<file path="config.mk">
export PLATFORM = sky130hd
export DESIGN_NAME = elastic_pipe_register
export DESIGN_NICKNAME = d
export VERILOG_FILES = /design/src/rtl/elastic_pipe_register.sv
export SDC_FILE = /design/constraint.sdc
export NUM_CORES = 1
export LEC_CHECK = 0
export BUFFER_PORTS_ARGS = -buffer_cell sky130_fd_sc_hd__clkbuf_2
export CORE_ASPECT_RATIO = 0.9
export CORE_MARGIN = 2
export CORE_UTILIZATION = 35
export DETAILED_ROUTE_END_ITERATION = 12
export GPL_ROUTABILITY_DRIVEN = 0
export HOLD_SLACK_MARGIN = 0.02
export PLACE_DENSITY_LB_ADDON = 0.3
export SYNTH_ARGS = -nofsm -noshare
export SYNTH_HDL_FRONTEND = slang
export SYNTH_SLANG_ARGS = --single-unit
</file>
<file path="constraint.sdc">
create_clock -name CLK -period 2.45 [get_ports CLK]
set_clock_uncertainty 0.2 [all_clocks]
set_input_delay 0.245 -clock CLK [delete_from_list [all_inputs] [get_ports CLK]]
set_output_delay 0.245 -clock CLK [all_outputs]
set_load 0.05 [all_outputs]
</file>
<file path="src/rtl/elastic_pipe_register.sv">
// Elastic register chain: DEPTH valid/ready stages with bubble collapsing, synchronous flush and occupancy count.
// Latency: DEPTH cycles from input transfer to out_valid; throughput 1 item/cycle.
// Backpressure: in_ready is combinational from out_ready; optional stall counter under ELASTIC_PIPE_STALL_CNT_EN.
module elastic_pipe_register #(
  parameter int WIDTH = 16,
  parameter int DEPTH = 2,
  parameter int CNT_W = $clog2(DEPTH + 1)
) (
  input  logic             CLK,
  input  logic             RST_N,
  input  logic             flush,
  input  logic             in_valid,
  output logic             in_ready,
  input  logic [WIDTH-1:0] in_data,
  output logic             out_valid,
  input  logic             out_ready,
  output logic [WIDTH-1:0] out_data,
  output logic [CNT_W-1:0] occupancy,
  output logic [15:0]      stall_count
);

  logic [DEPTH-1:0] r_v;
  logic [WIDTH-1:0] r_d [DEPTH];
  logic [DEPTH-1:0] w_adv;
  logic             w_in_fire;
  logic [CNT_W-1:0] w_occ;

  // A stage may load when it is empty, or its successor is empty or itself moving on.
  always_comb begin
    w_adv            = '0;
    w_adv[DEPTH-1]   = !r_v[DEPTH-1] | out_ready;
    for (int i = DEPTH - 2; i >= 0; i--) begin
      w_adv[i] = !r_v[i] | (r_v[i+1] ? w_adv[i+1] : 1'b1);
    end
  end

  assign in_ready  = w_adv[0] & !flush;
  assign w_in_fire = in_valid & in_ready;

  always_ff @(posedge CLK or negedge RST_N) begin
    if (!RST_N) begin
      r_v <= '0;
    end else if (flush) begin
      r_v <= '0;
    end else begin
      for (int i = 1; i < DEPTH; i++) begin
        if (w_adv[i]) r_v[i] <= r_v[i-1];
      end
      if (w_adv[0]) r_v[0] <= w_in_fire;
    end
  end

  // Data only toggles when a valid item actually lands; contents of empty stages are don't-care.
  always_ff @(posedge CLK or negedge RST_N) begin
    if (!RST_N) begin
      for (int i = 0; i < DEPTH; i++) r_d[i] <= '0;
    end else begin
      for (int i = 1; i < DEPTH; i++) begin
        if (w_adv[i] && r_v[i-1]) r_d[i] <= r_d[i-1];
      end
      if (w_in_fire) r_d[0] <= in_data;
    end
  end

  always_comb begin
    w_occ = '0;
    for (int i = 0; i < DEPTH; i++) begin
      w_occ = w_occ + CNT_W'(r_v[i]);
    end
  end

  assign out_valid = r_v[DEPTH-1];
  assign out_data  = r_d[DEPTH-1];
  assign occupancy = w_occ;

`ifdef ELASTIC_PIPE_STALL_CNT_EN
  logic [15:0] r_stall_cnt;

  always_ff @(posedge CLK or negedge RST_N) begin
    if (!RST_N) begin
      r_stall_cnt <= 16'h0000;
    end else if (flush) begin
      r_stall_cnt <= 16'h0000;
    end else if (out_valid && !out_ready && (r_stall_cnt != 16'hFFFF)) begin
      r_stall_cnt <= r_stall_cnt + 16'd1;
    end
  end

  assign stall_count = r_stall_cnt;
`else
  assign stall_count = 16'h0000;
`endif

endmodule
</file>
## After elaboration in Yosys (flattened, before gate mapping)

Cells that the tools add are included.

- Bits in registers: 34
- Bits of input ports: 21
- Logic and storage cells: 19

- Add/sub/neg operators: 1
- Muxes and demuxes: 4
- Bitwise operators: 4
- Reduce and logical (&&, ||, !) cells: 6

Operator list:

| cell | number |
|---|---|
| $reduce_bool 2->1 | 2 |
| $logic_not 1->1 | 3 |
| $mux 1 | 3 |
| $add 1x1->2 | 1 |
| $and 1x1->1 | 2 |
| $mux 2 | 1 |
| $or 1x1->1 | 2 |
| $logic_and 1x1->1 | 1 |

## Depth between registers and ports, before layout

Gate-level depths: netlist of run 1.

- Depth in word-level cells: 8
- Gate-level depth with buffers: 5

## Worst setup path before layout of run 1

OpenSTA, ideal clock, no wires.

- Path kind: reg2reg
- Start point: register r_v[1]
- End point: register r_d[20] (netlist bit)
- Arrival: 1.779 ns
- Data required time: 2.125 ns
- Setup slack: 0.345 ns
- Stages on the path, launching flop included: 6
- Path buffers: 2
- Path through: dfrtp_1 -> and3b_1 -> or3b_1 -> buf_4 -> buf_6 -> mux2_4

- Cells in the longest elaborated chain, start to end: 6

RTL lines:

| item | RTL line | text |
|---|---|---|
| from (decl) | 22 | `logic [DEPTH-1:0] r_v;` |
| from (signal, indexed assignment) | 47 | `if (w_adv[i]) r_v[i] <= r_v[i-1];` |
| $logic_not 1->1 | 31 | `w_adv[DEPTH-1] = !r_v[DEPTH-1] \| out_ready;` |
| $or 1x1->1 | 31 |  |
| $mux 1 * | 33 | `w_adv[i] = !r_v[i] \| (r_v[i+1] ? w_adv[i+1] : 1'b1);` |
| $or 1x1->1 * | 33 |  |
| $and 1x1->1 * | 37 | `assign in_ready = w_adv[0] & !flush;` |
| $and 1x1->1 * | 38 | `assign w_in_fire = in_valid & in_ready;` |
| to (signal, indexed assignment) | 59 | `if (w_adv[i] && r_v[i-1]) r_d[i] <= r_d[i-1];` |
| to (decl) | 23 | `logic [WIDTH-1:0] r_d [DEPTH];` |

Mark *: on every way between the ends. The rest lies on a longest branch, timed or not.
A chain may end at the register's enable or synchronous reset.

## Final worst setup path of run 1

- Start point: input flush
- End point: register r_d[21] (netlist bit)

- Cells in the longest elaborated chain, start to end: 3

RTL lines:

| item | RTL line | text |
|---|---|---|
| from (decl) | 11 | `input logic flush,` |
| $logic_not 1->1 | 37 |  |
| $and 1x1->1 | 37 |  |
| $and 1x1->1 | 38 |  |

Every way passes these cells.

==> impl_metrics.env, run 1 <==
export IMPL_clk_pin_slew_worst_paths_ps=60
export IMPL_fmax_mhz=495.0
export IMPL_synth_top_flop_cell="dfrtp_1"
export IMPL_htree_levels=2
export IMPL_yosysSeqAreaShare_pct=53.88
export IMPL_multi_input_area_um2=516.7
export IMPL_antenna_found_initial=0
export IMPL_drt_pre_antenna_iters=2
export IMPL_totalWireLength_um=2570
export IMPL_grt_pass1_wl_um=4243
export IMPL_startpoint="flush"
export IMPL_hp_class="in -> reg"
export IMPL_grt_overflow_total=0
export IMPL_cts_hold_buf=19
export IMPL_synth_top_area_share_pct=53.88
export IMPL_synth_top_cells_by_count="dfrtp_1 (34), buf_4 (33), mux2_2 (22)"
export IMPL_tritoncts_num_buffers=5
export IMPL_drive_gt1_share_pct=50.62
export IMPL_path_class="in -> reg"
export IMPL_cts_buffer_depth=2
export IMPL_slew_viol_final=0
export IMPL_dr_total_vias=905
export IMPL_grt_max_degree=35
export IMPL_seq_area_um2=850.8
export IMPL_ys_seq_elements=34
export IMPL_dpl_hpwl_um=1767
export IMPL_place_port_buffers=40
export IMPL_grt_pass1_vias=942
export IMPL_cts_resized_gates=0
export IMPL_r2r_setup_slack_ps=470
export IMPL_post_cts_buffers=0
export IMPL_dieArea_mm2=0.005065
export IMPL_yosys_area_top_type="dfrtp_1"
export IMPL_period_minus_slack_ps=2020
export IMPL_r2r_end="r_d[21]"
export IMPL_slew_headroom_pct=45.03
export IMPL_nFillCells=428
export IMPL_worstPathArrival_ps=1980
export IMPL_status="finished clean"
export IMPL_synth_edf_count=0
export IMPL_num_rows=23
export IMPL_drtIter0Drc=43
export IMPL_tightest_slew_ps=824.5
export IMPL_maxCapViolCount=0
export IMPL_vias_per_cell=4.040
export IMPL_crit_end="r_d[21]"
export IMPL_syn_area_mm2=0.001579
export IMPL_fin_nets=183
export IMPL_rsz0062_at_grt="no"
export IMPL_fin_crit_sh_pct=82.45
export IMPL_grt_use_total_pct=11.52
export IMPL_async_flop_share_pct=100.0
export IMPL_core_mm2=0.004403
export IMPL_required_ps=2410
export IMPL_r2r_start="r_v[0]"
export IMPL_synth_area_leaders="dfrtp_1 (54%), buf_4 (16%), mux2_2 (16%), mux2_4 (9.5%), nor2_1 (0.95%)"
export IMPL_fin_ws_ps=429.9
export IMPL_insertion_delay_ps=270
export IMPL_syn_avg_cell_area_um2=13.97
export IMPL_post_place_ws_ps=474.0
export IMPL_setup_viol=0
export IMPL_leakage_uw=0.0009809
export IMPL_cp_end_kind="register"
export IMPL_root_buffer="clkbuf_8"
export IMPL_die_w_um=74.80
export IMPL_peakVddDrop_mv=0.4114
export IMPL_yosys_cell_types_count=14
export IMPL_die_h_um=67.72
export IMPL_drtAntennaViolNets=0
export IMPL_cts_sinks=34
export IMPL_diodes=0
export IMPL_cts_tree="built"
export IMPL_cp_start_kind="input port"
export IMPL_start_util_pct=35.86
export IMPL_ios=57
export IMPL_area_growth_pct=23.45
export IMPL_ys_warn_count=0
export IMPL_post_route_drc_count=0
export IMPL_cellPowerDensity_mw_per_mm2=891.8
export IMPL_tns_ps=0
export IMPL_hold_viol_final=0
export IMPL_syn_inst=113
export IMPL_routedWlPerCell_um=11.47
export IMPL_synth_most_common_cell="dfrtp_1"
export IMPL_rr_worst_depth=4
export IMPL_worstPathMaxFanout=13
==> sequential cells by signal, indices dropped and copies added (netlist names) <==
| register | cells |
|---|---|
| r_v | 2 |
| r_d | 16 |
| out_data | 16 |
==> where the power goes <==
group          internal [uW]  switching, uW
sequential               674           55.8
combinational            186            413
clock                    226            183
==> layout make-up <==
cell class / instances / share of cell area [%]
clock buffer: 7 / 4.429
tap: 62 / 3.979
multi-input combinational: 57 / 26.51
sequential: 34 / 43.65
timing repair buffer: 61 / 20.80
inverter: 2 / 0.3851
clock inverter: 1 / 0.2567
==> worst min path at each step <==
stage / end / slack, ps / cells after the start / from
6_report: r_v[1] / 120 / 4 / out_ready
5_1_grt: r_v[1] / 140 / 4 / out_ready
3_3_place_gp: out_data[7] / 170 / 1 / RST_N
4_1_cts: r_v[1] / 110 / 4 / out_ready
3_5_place_dp: out_data[9] / 180 / 1 / RST_N
2_1_floorplan: out_data[0] / -250 / 0 / RST_N
==> critical path, stage by stage <==
cell and delay, ps:
dlygate4sd3_1 530, clkbuf_2 140, or3b_1 490, buf_4 260, mux2_4 310
==> cells in the final DEF (no fill, tap or decap), types with 2 or more instances in the layout <==
master | netlist | layout
mux2_4 | 10 | 10
inv_1 | 2 | 2
clkbuf_8 | 0 | 6
dfrtp_1 | 34 | 34
clkbuf_2 | 0 | 40
conb_1 | 1 | 16
nor2_1 | 4 | 4
dlygate4sd3_1 | 0 | 19
mux2_2 | 22 | 22
buf_4 | 33 | 2
==> per-stage QoR <==
stage	cells	total power (uW)	cell area [um2]	hold slack [ps]	utilization, %
after floorplan	128	1315	1635	-250.6	-
after global placement	197	1312	1668	170.0	37.88
after detailed placement	197	1320	1668	184.5	37.88
after CTS	224	1766	1949	114.0	44.27
after global routing	224	1837	1949	138.1	44.27
final	224	1738	1949	115.2	44.27
==> routing by layer <==
layer,wire [um],vias up,global-route usage [%]
met5,0,-,0
met4,16,0,5.357
met3,121,2,3.582
met2,1178,34,17.15
met1,1254,445,15.28
li1,-,424,-
==> kinds of logic (layout without fill, tap and decap cells) <==
| kind of cell | count (synthesis) | after routing | share of synthesized area (%) |
|---|---|---|---|
| buffers and inverters | 37 | 71 | 17.19 |
| AOI/OAI and AO/OA | 2 | 2 | 0.6333 |
| adders and majority gates | 1 | 1 | 0.7923 |
| other | 1 | 16 | 0.2375 |
| DFF | 34 | 34 | 53.88 |
| and+or+nand+nor | 6 | 6 | 2.060 |
| muxes | 32 | 32 | 25.20 |
Note: power is estimated with default switching activity, not from simulation.
==> run 2, diff against run 1 <==
==> constraint.sdc (replaced) <==
create_clock -name CLK -period 1.85 [get_ports CLK]
set_clock_uncertainty 0.2 [all_clocks]
set_input_delay 0.185 -clock CLK [delete_from_list [all_inputs] [get_ports CLK]]
set_output_delay 0.185 -clock CLK [all_outputs]
set_load 0.05 [all_outputs]
==> run 2 against run 1 <==
  * Sequential cell count unchanged
  * Final area rose by 1.7%
  * Largest power group unchanged
  * Final cell count grew 0.89%
  * Sequential share of layout area shrank 0.68 points
  * Via count shrank 0.33%
  * Power increased by 30%
  * Global-route usage rose by 0.14 points
  * Critical path depth is 1 lower
  * Clock power is 20% higher
  * Core utilization up 0.77 points
  * First-iteration DRC count fell by 60%
  * Hold slack got worse by 81 ps
==> impl_metrics.env, run 2 (synthesis results as in run 1) <==
export IMPL_start_util_pct=35.86
export IMPL_antenna_found_initial=0
export IMPL_critPathBufInv=1
export IMPL_fin_crit_sh_pct=96.61
export IMPL_tritoncts_num_buffers=5
export IMPL_fin_total_pwr_uw=2266
export IMPL_grt_overflow_total=0
export IMPL_insertion_delay_ps=280
export IMPL_fin_nets=186
export IMPL_clock_power_share_pct=21.6
export IMPL_leakage_uw=0.0009945
export IMPL_area_growth_pct=25.59
export IMPL_cts_tree="built"
export IMPL_drtIter0Drc=17
export IMPL_drtAntennaViolNets=0
export IMPL_cp_start_kind="register"
export IMPL_whs_endpoint="r_v[1]"
export IMPL_hold_viol_final=0
export IMPL_grt_pass1_wl_um=4222
export IMPL_htree_levels=2
export IMPL_p_switching_uw=857.5
export IMPL_sw_frac_of_total_pct=37.84
export IMPL_required_ps=1810
export IMPL_core_mm2=0.004403
export IMPL_worstPathMaxFanout=16
export IMPL_slew_viol_final=0
export IMPL_hp_class="in -> reg"
export IMPL_r2r_setup_slack_ps=60
export IMPL_slew_headroom_pct=61.04
export IMPL_path_class="reg -> reg"
export IMPL_crit_chain="and3b_1, or3b_1, buf_12, mux2_4"
export IMPL_cellInternalPower_uw=1409
export IMPL_grt_use_total_pct=11.66
export IMPL_rsz0062_at_grt="no"
export IMPL_hp_start="out_ready"
export IMPL_cts_hold_buf=19
export IMPL_rr_worst_depth=4
export IMPL_cp_end_kind="register"
export IMPL_grt_max_degree=25
export IMPL_layout_commonest_cell="clkbuf_2"
export IMPL_status="finished clean"
export IMPL_clk_pin_slew_worst_paths_ps=60
export IMPL_fmax_mhz=559.5
export IMPL_post_route_drc_count=0
export IMPL_dieArea_mm2=0.005065
export IMPL_root_buffer="clkbuf_8"
export IMPL_hold_path_cell_count=4
export IMPL_cts_sinks=34
export IMPL_dr_total_vias=902
export IMPL_final_cell_mix="clkbuf_2 (40), dfrtp_1 (33), mux2_2 (22)"
export IMPL_diodes=0
export IMPL_cts_buffer_depth=2
export IMPL_period_minus_slack_ps=1787
export IMPL_place_port_buffers=40
export IMPL_die_h_um=67.72
export IMPL_grt_pass1_vias=962
export IMPL_r2r_start="r_v[1]"
export IMPL_post_place_ws_ps=74.30
export IMPL_die_w_um=74.80
export IMPL_setup_viol=0
export IMPL_cellPowerDensity_mw_per_mm2=1143
export IMPL_cts_resized_gates=0
export IMPL_fin_ws_ps=62.62
export IMPL_maxCapViolCount=0
export IMPL_crit_path_max_incr_delay_ps=400
export IMPL_dpl_hpwl_um=1831
export IMPL_critPathTopFamily="simple AND/OR/NAND/NOR gates"
export IMPL_peakVddDrop_mv=0.4658
export IMPL_r2r_end="r_d[23]"
export IMPL_seqPwrFrac_pct=42.7
export IMPL_totalWireLength_um=2613
export IMPL_tightest_slew_ps=584.4
export IMPL_worstPathArrival_ps=1750
export IMPL_cp_slowest_cell="dfrtp_2"
export IMPL_routedWlPerCell_um=11.56
export IMPL_drive_gt1_share_pct=51.22
export IMPL_ios=57
export IMPL_vias_per_cell=3.991
export IMPL_post_cts_buffers=0
export IMPL_num_rows=23
export IMPL_drt_pre_antenna_iters=4
export IMPL_p_comb_share_pct=35.6
[run 2: worst max-delay path by stage]
stage	from	endpoint	slack, ps	cells past startpoint
3_3_place_gp	r_v[0]	r_d[26]	110	4
5_1_grt	r_v[1]	r_d[28]	10	4
6_report	r_v[1]	r_d[23]	60	4
4_1_cts	r_v[1]	r_d[23]	60	4
3_5_place_dp	r_v[1]	r_d[28]	70	4
2_1_floorplan	r_v[1]	r_d[20]	-130	5
[run 2: area by class of cell]
type / count / area, um2
clock buffers: 7 / 76.32
fillers: 427 / 2420
inverters: 2 / 7.507
multi-input cells: 57 / 516.7
flip-flops and latches: 34 / 852.1
well taps: 62 / 77.57
repair buffers: 64 / 452.9
[run 2: power groups by stage]
| stage | Sequential, uW | Combinational (uW) | Clock [uW] |
|---|---|---|---|
| 4_1_cts | 970 | 815 | 521 |
| 5_1_grt | 989 | 854 | 558 |
| 6_report | 969 | 808 | 490 |
| 3_5_place_dp | 983 | 782 | 0 |
| 3_3_place_gp | 976 | 773 | 0 |
| 2_1_floorplan | 962 | 783 | 0 |
[run 2: routing by layer]
layer  vias up  track usage [%]  wire length, um
li1        425                -                -
met1       427            13.27             1113
met2        42            19.03             1255
met3         8            4.478              184
met4         0            6.027               60
met5         -                0                0
[run 2: stage by stage]
step	cell area, um2	instances	utilization (%)	TNS, ps	hold WS [ps]
4_1_cts	1983	226	45.04	0	26.54
3_5_place_dp	1717	200	38.99	0	15.97
2_1_floorplan	1648	128	-	-1340	-310.6
6_report	1983	226	45.04	0	33.84
5_1_grt	1983	226	45.04	0	87.25
3_3_place_gp	1717	200	38.99	0	3.787
[run 2: worst min-delay path, stage by stage]
cell and delay, ps:
clkbuf_2 110, inv_1 50, a21oi_1 60, nor2_1 70
